===== src/rtl/cdc_hs_pkg.sv =====
// Shared types and constants for the toggle req/ack bus handshake receiver.
// Holds the receive FSM state encoding, the synchroniser depth floor and
// a small helper that detects a pending request from the two toggle phases.
package cdc_hs_pkg;

    // Receive-side FSM: waiting for a request, or holding a word for the consumer
    typedef enum logic {
        IDLE  = 1'b0,
        VALID = 1'b1
    } cdc_hs_rx_state_t;

    // Fewest synchroniser flops that still give an acceptable MTBF
    localparam int MIN_SYNC_STAGE = 2;

    // A request is outstanding whenever the synchronised toggle phase differs
    // from the phase of the last word we took.
    function automatic logic req_pending(input logic req_sync, input logic req_seen);
        return req_sync ^ req_seen;
    endfunction

endpackage


===== src/rtl/cdc_handshake_rx.sv =====
// Receive end of a two-phase (toggle) req/ack bus crossing into the clk domain.
//
// The transmitter flips rx_req_tgl once per word and keeps rx_data stable until
// rx_ack_tgl returns to the same phase. The request toggle passes through a
// resettable synchroniser chain; only once the synchronised phase shows a new
// request is rx_data sampled, so the bus is guaranteed settled by then. The word
// is offered on a valid/ready stream and the acknowledge toggle is returned.
//
// Build option:
//   CDC_HS_RX_EARLY_ACK_EN  defined   -> ack toggles on the capture edge, letting
//                                        the transmitter prepare the next word while
//                                        the consumer stalls.
//                           undefined -> ack toggles on the accept edge (full
//                                        backpressure to the transmitter).
//
// Implementation constraints: rx_req_tgl and rx_data are asynchronous to clk and
// need a set_max_delay of one destination clock period (minimum period) on their
// paths into this block. The synchroniser flops carry ASYNC_REG so placement
// keeps them together.
module cdc_handshake_rx
    import cdc_hs_pkg::*;
#(
    parameter int DATA_WIDTH = 32,
    parameter int SYNC_STAGE = 3
) (
    input  logic                  clk,
    input  logic                  reset,
    input  logic                  rx_req_tgl,
    input  logic [DATA_WIDTH-1:0] rx_data,
    output logic                  rx_ack_tgl,
    output logic                  m_valid,
    input  logic                  m_ready,
    output logic [DATA_WIDTH-1:0] m_data
);

    // Shallower chains give too short an MTBF; refuse to build them.
    if (SYNC_STAGE < MIN_SYNC_STAGE) begin : g_sync_stage_check
        $error("cdc_handshake_rx: SYNC_STAGE must be at least MIN_SYNC_STAGE");
    end

    // ------------------------------------------------------------------
    // Request synchroniser
    // Kept inline rather than using a generic synchroniser cell because the
    // chain must clear on the synchronous reset so both ends restart at phase 0.
    // ------------------------------------------------------------------
    (* ASYNC_REG = "TRUE" *) logic [SYNC_STAGE-1:0] req_sync_r;
    logic                                           req_sync_s;

    // Shift the asynchronous request toggle through the synchroniser chain
    always_ff @(posedge clk) begin
        if (reset) begin
            req_sync_r <= {SYNC_STAGE{1'b0}};
        end else begin
            req_sync_r <= {req_sync_r[SYNC_STAGE-2:0], rx_req_tgl};
        end
    end

    assign req_sync_s = req_sync_r[SYNC_STAGE-1];

    // ------------------------------------------------------------------
    // Receive FSM with registered outputs
    // ------------------------------------------------------------------
    cdc_hs_rx_state_t        state_r;
    logic                    req_seen_r;
    logic                    ack_r;
    logic                    m_valid_r;
    logic [DATA_WIDTH-1:0]   m_data_r;
    logic                    new_req_s;
    logic                    accept_s;

    // A new word is waiting once the synchronised phase moves past the last one taken
    assign new_req_s = req_pending(req_sync_s, req_seen_r);

    // Consumer handshake; m_ready alone means nothing while no word is held
    assign accept_s  = m_valid_r & m_ready;

    // Capture, hold and release words, and return the acknowledge toggle
    always_ff @(posedge clk) begin
        if (reset) begin
            state_r    <= IDLE;
            req_seen_r <= 1'b0;
            ack_r      <= 1'b0;
            m_valid_r  <= 1'b0;
            m_data_r   <= {DATA_WIDTH{1'b0}};
        end else begin
            case (state_r)
                IDLE: begin
                    // rx_data is only sampled here, after the toggle has been
                    // synchronised, so the transmitter's bus is already settled.
                    if (new_req_s) begin
                        m_data_r   <= rx_data;
                        m_valid_r  <= 1'b1;
                        req_seen_r <= req_sync_s;
                        state_r    <= VALID;
`ifdef CDC_HS_RX_EARLY_ACK_EN
                        // Word is safely held in m_data; release the transmitter now.
                        ack_r      <= ~ack_r;
`endif
                    end else begin
                        state_r    <= IDLE;
                    end
                end
                VALID: begin
                    // A request that is already pending is left for the next
                    // edge: leaving VALID always costs one idle cycle.
                    if (accept_s) begin
                        m_valid_r  <= 1'b0;
                        state_r    <= IDLE;
`ifndef CDC_HS_RX_EARLY_ACK_EN
                        // Transmitter has been holding rx_data until now.
                        ack_r      <= ~ack_r;
`endif
                    end else begin
                        state_r    <= VALID;
                    end
                end
                default: begin
                    // Unreachable encoding: drop any word and return to a safe idle.
                    state_r    <= IDLE;
                    m_valid_r  <= 1'b0;
                end
            endcase
        end
    end

    // Outputs come straight from flops; nothing combinational toward the tx domain.
    assign rx_ack_tgl = ack_r;
    assign m_valid    = m_valid_r;
    assign m_data     = m_data_r;

endmodule


===== config.mk =====
export PLATFORM = sky130hd
export DESIGN_NAME = cdc_handshake_rx
export DESIGN_NICKNAME = d
export VERILOG_FILES = /design/src/rtl/cdc_hs_pkg.sv /design/src/rtl/cdc_handshake_rx.sv
export SDC_FILE = /design/constraint.sdc
export NUM_CORES = 1
export LEC_CHECK = 0
export ABC_AREA = 1
export BUFFER_PORTS_ARGS = -buffer_cell sky130_fd_sc_hd__buf_2
export CORE_MARGIN = 10
export CORE_UTILIZATION = 40
export DETAILED_ROUTE_END_ITERATION = 10
export PLACE_DENSITY = 0.75
export RECOVER_POWER = 100
export SLEW_MARGIN = 5
export SYNTH_ARGS = -nofsm -noshare
export SYNTH_HDL_FRONTEND = slang
export SYNTH_SLANG_ARGS = --single-unit

===== constraint.sdc =====
create_clock -name clk -period 3.7 [get_ports clk]
set_clock_uncertainty 0.15 [all_clocks]
set_input_delay 0.185 -clock clk [delete_from_list [all_inputs] [get_ports clk]]
set_output_delay 0.185 -clock clk [all_outputs]
set_load 0.02 [all_outputs]

Word level (Yosys, flattened, before mapping):

Cells that the tools add are included.
Widths: inputs -> output; s select.

* output and inout port bits: 34
* register bits: 39

* bitwise gates (word level): 4
* multiplexer cells: 6
* reduce and logical (&&, ||, !) cells: 3
* equality and inequality tests: 2

Operator list (number)
* $reduce_and 2->1: 3
* $mux 1: 4
* $pmux 1 s2: 2
* $ne 2x1->1 const B: 1
* $ne 2x2->1 const B: 1
* $not 1->1: 2
* $and 1x1->1: 1
* $xor 1x1->1: 1

Longest topological paths before layout:

* word-level depth: 3
* mapped depth: 7
* depth with buffers taken out: 6

Worst setup path after synthesis:

OpenSTA, ideal clock, no wires.

* kind: register to register
* from: register req_sync_r[2]
* to: register m_data_r[10], in the netlist m_data[10]
* arrival time: 0.905 ns
* cell stages (with the launch flop): 7
* setup slack: 2.535 ns
* library setup time: 0.110 ns
* buffers on the path: 1
* cell sequence: dfxtp_1 -> nand2_1 -> nand3_2 -> buf_2 -> nand2_1 -> inv_1 -> nor2_1

* longest elaborated chain between the ends: 2

Ends and longest elaborated chain
* from (decl): RTL line cdc_handshake_rx.sv:46 `(* ASYNC_REG = "TRUE" *) logic [SYNC_STAGE-1:0] req_sync_r;`
* from (signal assigned): RTL line cdc_handshake_rx.sv:52 `req_sync_r <= {SYNC_STAGE{1'b0}};`
* from (signal assigned): RTL line cdc_handshake_rx.sv:54 `req_sync_r <= {req_sync_r[SYNC_STAGE-2:0], rx_req_tgl};`
* $xor 1x1->1: RTL line cdc_hs_pkg.sv:18 `return req_sync ^ req_seen;`
* $reduce_and 2->1 (no line)
* to (signal assigned): RTL line cdc_handshake_rx.sv:84 `m_data_r <= {DATA_WIDTH{1'b0}};`
* to (signal assigned): RTL line cdc_handshake_rx.sv:91 `m_data_r <= rx_data;`
* to (decl): RTL line cdc_handshake_rx.sv:67 `logic [DATA_WIDTH-1:0] m_data_r;`

Every way passes these cells.
A chain may end at the register's enable or synchronous reset.

Worst setup path after layout:

* from: register state_r
* to: register m_valid_r, in the netlist m_valid

* longest elaborated chain between the ends: 3
* elaborated cells between the ends (all ways): 5
* classes of those cells: 2 x eq/ne; 1 x mux; 1 x bitwise; 1 x reduce/logical

Ends and longest elaborated chain
* from (decl): RTL line cdc_handshake_rx.sv:63 `cdc_hs_rx_state_t state_r;`
* from (signal assigned): RTL line cdc_handshake_rx.sv:80 `state_r <= IDLE;`
* from (signal assigned): RTL line cdc_handshake_rx.sv:94 `state_r <= VALID;`
* from (signal assigned): RTL line cdc_handshake_rx.sv:100 `state_r <= IDLE;`
* $not 1->1
* $ne 2x2->1 (no line)
* $reduce_and 2->1 (no line)
* to (signal assigned): RTL line cdc_handshake_rx.sv:83 `m_valid_r <= 1'b0;`
* to (signal assigned): RTL line cdc_handshake_rx.sv:92 `m_valid_r <= 1'b1;`
* to (signal assigned): RTL line cdc_handshake_rx.sv:107 `m_valid_r <= 1'b0;`
* to (decl): RTL line cdc_handshake_rx.sv:66 `logic m_valid_r;`

Parallel ways exist; a longest one is shown, timed or not.

==> metrics.yaml <==
setup_path:
  cp_slowest_stage_delay_ns: 0.98
  rr_endpoint: "m_valid"
  reg2reg_depth: 3
  path_class: "reg2reg"
  setup.worst_path.end_class: "flip-flop"
  rrSetupSlack_ns: 1.22
  reg2reg_from: "state_r"
  cp_num_buf_inv: 1
  cp_top_family: "simple AND/OR/NAND/NOR gates"
  crit_fanout: 34
  start_kind: "flip-flop"
  crit_chain: "inv_2 > nand3_1 > o21ai_0"
  arrival_ns: 2.51
  worstPathRequired_ns: 3.73
  critical_path.slowest_cell: "nand3_1"
synthesis:
  synthTopCellsByCount: "100 x inv_1, 67 x nand2_1, 39 x dfxtp_1, 36 x nor2_1, 32 x nand4_1"
  yosysWarnings: 0
  ys_seq_elements: 39
  synth_area_per_cell_sq_um: 6.26
  yosysUniqueCellTypes: 15
  netlist_instances: 301
  synth_top_area_cell: "dfxtp_1"
  syn-num-nets: 337
  synth_area_leaders: "dfxtp_1 41%, inv_1 20%, nand2_1 13%"
  synth_top_flop_cell: "dfxtp_1"
  synthArstFlopShare_pct: 0
  syn_area_sq_um: 1880
  synth-seq-area-share_pct: 41.5
  synth_top_area_share_pct: 41.5
  synth-edff-count: 0
  yosysMostFrequentCell: "inv_1"
clock_network:
  cts_buffer_depth: 2
  cts_made_buffers: 5
  post_cts_buffers: 0
  root_buffer: "clkbuf_8"
  clk_pin_slew_ns: 0.08
  cts_hold_buffers: 3
  tritoncts: "yes"
  htreeDepth: 2
  cts_sinks: 39
  clk-insertion-delay-late_ns: 0.29
  ctsResizeCount: 0
min_path:
  min_to: "m_data[23]"
  hp-class: "in2reg"
  holdPathStages: 5
  min_from: "rx_data[23]"
layout:
  area_delta_synth_final_pct: 24.6
  diodes: 0
  nets: 402
  final_cells: 419
  post-route-cell-area_sq_um: 2350
  layout-drive-gt1-share_pct: 12.3
sta:
  hold_ws_ns: 0.0733
  rsz0062_at_grt: "no"
  fin_ws_ns: 1.22
  hold_violations: 0
  slew_viol_final: 0
  timing.final.crit_period_ns: 2.48
  finalSetupTns_ns: 0
  fmax_mhz: 404
  period_share_pct: 66.9
  setup_viol: 0
  relSlewSlack_pct: 20.7
  tightest_slew_ns: 1.19
pwr:
  p_sw_share_pct: 28.2
  p_comb_share_pct: 20.0
  leakagePower_uw: 0.00131
  p_int_uw: 799
  irDropWorstVdd_mv: 0.224
  p_clk_share_pct: 37.4
  power_switching_uw: 314
  power_frac_seq_pct: 42.6
  power_density_nw_per_um2: 475
floorplanning:
  ios: 70
  die_h_um: 88.6
  rows: 24
  coreArea_sq_um: 4440
  initial_core_util_pct: 42.4
  die_x_um: 88.6
  die_area_sq_um: 7850
grt:
  grt_pass1_wl_mm: 7.80
  grt.total_usage_pct: 12.3
  grt_max_degree: 36
  antenna_found_initial: 0
  grt_remaining_overflow: 0
  grt_pass1_vias: 1795
placed_design:
  pre_cts_slack_ns: 1.63
  placedCellCount: 408
  hpwl_mm: 3.27
  portBuffers: 69
  gp_congestion: 0.758
  placed_area_sq_um: 2230
routing:
  drt_iter0_drc: 80
  wirelength_mm: 4.63
  num_vias: 1804
  antenna_left: 0
  routed_via_density: 4.31
  dr.pass1.iters: 4
  drcViolationCount: 0
  wl_per_cell_um: 11.0
run_status:
  status: "completed"
run:
  maxCapViolCount: 0
-- power groups by stage --
stage                     Combinational (uW)  Clock [uW]  Sequential, uW
final                                    223         417             474
after floorplan                          118           0             523
after detailed placement                 232           0             483
after CTS                                235         425             473
after global routing                     261         443             479
after global placement                   227           0             482
-- stage by stage --
stage	util, %	power, uW
2_1_floorplan	-	642
3_3_place_gp	50.2	709
3_5_place_dp	50.2	714
4_1_cts	53.9	1130
5_1_grt	52.8	1180
6_report	52.8	1110
-- cell usage in the layout (no fill, tap or decap) --
cell type	Yosys	final
a21oi_1	2	2
buf_2	10	34
buf_4	0	1
bufinv_16	0	2
clkbuf_1	5	36
clkbuf_8	0	5
clkinv_1	1	1
dfxtp_1	39	39
dlygate4sd3_1	0	3
inv_1	100	100
inv_2	2	2
nand2_1	67	67
nand2_4	1	1
nand3_1	2	3
nand4_1	32	32
nor2_1	36	36
o21ai_0	2	2
xor2_1	1	1
-- logic make-up (layout without fill, tap and decap cells) --
group	after synthesis	after routing	synth area share (%)
xor gates and xnor gates	1	1	0.465
DFF	39	39	41.5
AOI/OAI and AO/OA	4	4	1.06
buffers and inverters	118	184	24.2
and+or+nand+nor	139	139	32.8
-- how the worst max path moves through the flow --
stage / end / slack, ns / from / depth (start not counted)
6_report: m_valid / 1.22 / state_r / 3
5_1_grt: m_data[18] / 0.93 / state_r / 5
4_1_cts: m_valid / 1.63 / state_r / 3
3_5_place_dp: m_valid / 1.63 / state_r / 3
3_3_place_gp: m_valid / 1.71 / state_r / 3
2_1_floorplan: m_data[10] / 2.53 / req_sync_r[2] / 6
-- layer usage --
layer | up-vias | share of wire, % | GRT usage, %
li1 | 989 | - | -
met1 | 756 | 45 | 12.7
met2 | 52 | 45 | 21.8
met3 | 7 | 9.1 | 5.61
met4 | 0 | 1.3 | 3.96
met5 | - | 0 | 0
-- flip-flops by register name, summed over array words and instances, names as in the netlist --
signal      flops
req_seen_r      1
rx_ack_tgl      1
m_data         32
req_sync_r      3
state_r         1
m_valid         1
-- area by class of cell --
| cell class | count | area (sq um) |
|---|---|---|
| timing repair buffer | 73 | 339 |
| inverter | 103 | 387 |
| sequential | 39 | 781 |
| fill | 473 | 2100 |
| clock inverter | 2 | 60.1 |
| multi-input combinational | 144 | 642 |
| clock buffer | 6 | 72.6 |
| tap | 52 | 65.1 |
-- worst reg2reg max path, cell delays in order, from the launching register on --
cell	delay (ns)
dfxtp_1	0.34
inv_2	0.42
nand3_1	0.98
o21ai_0	0.48
(Power assumes the default switching activity.)
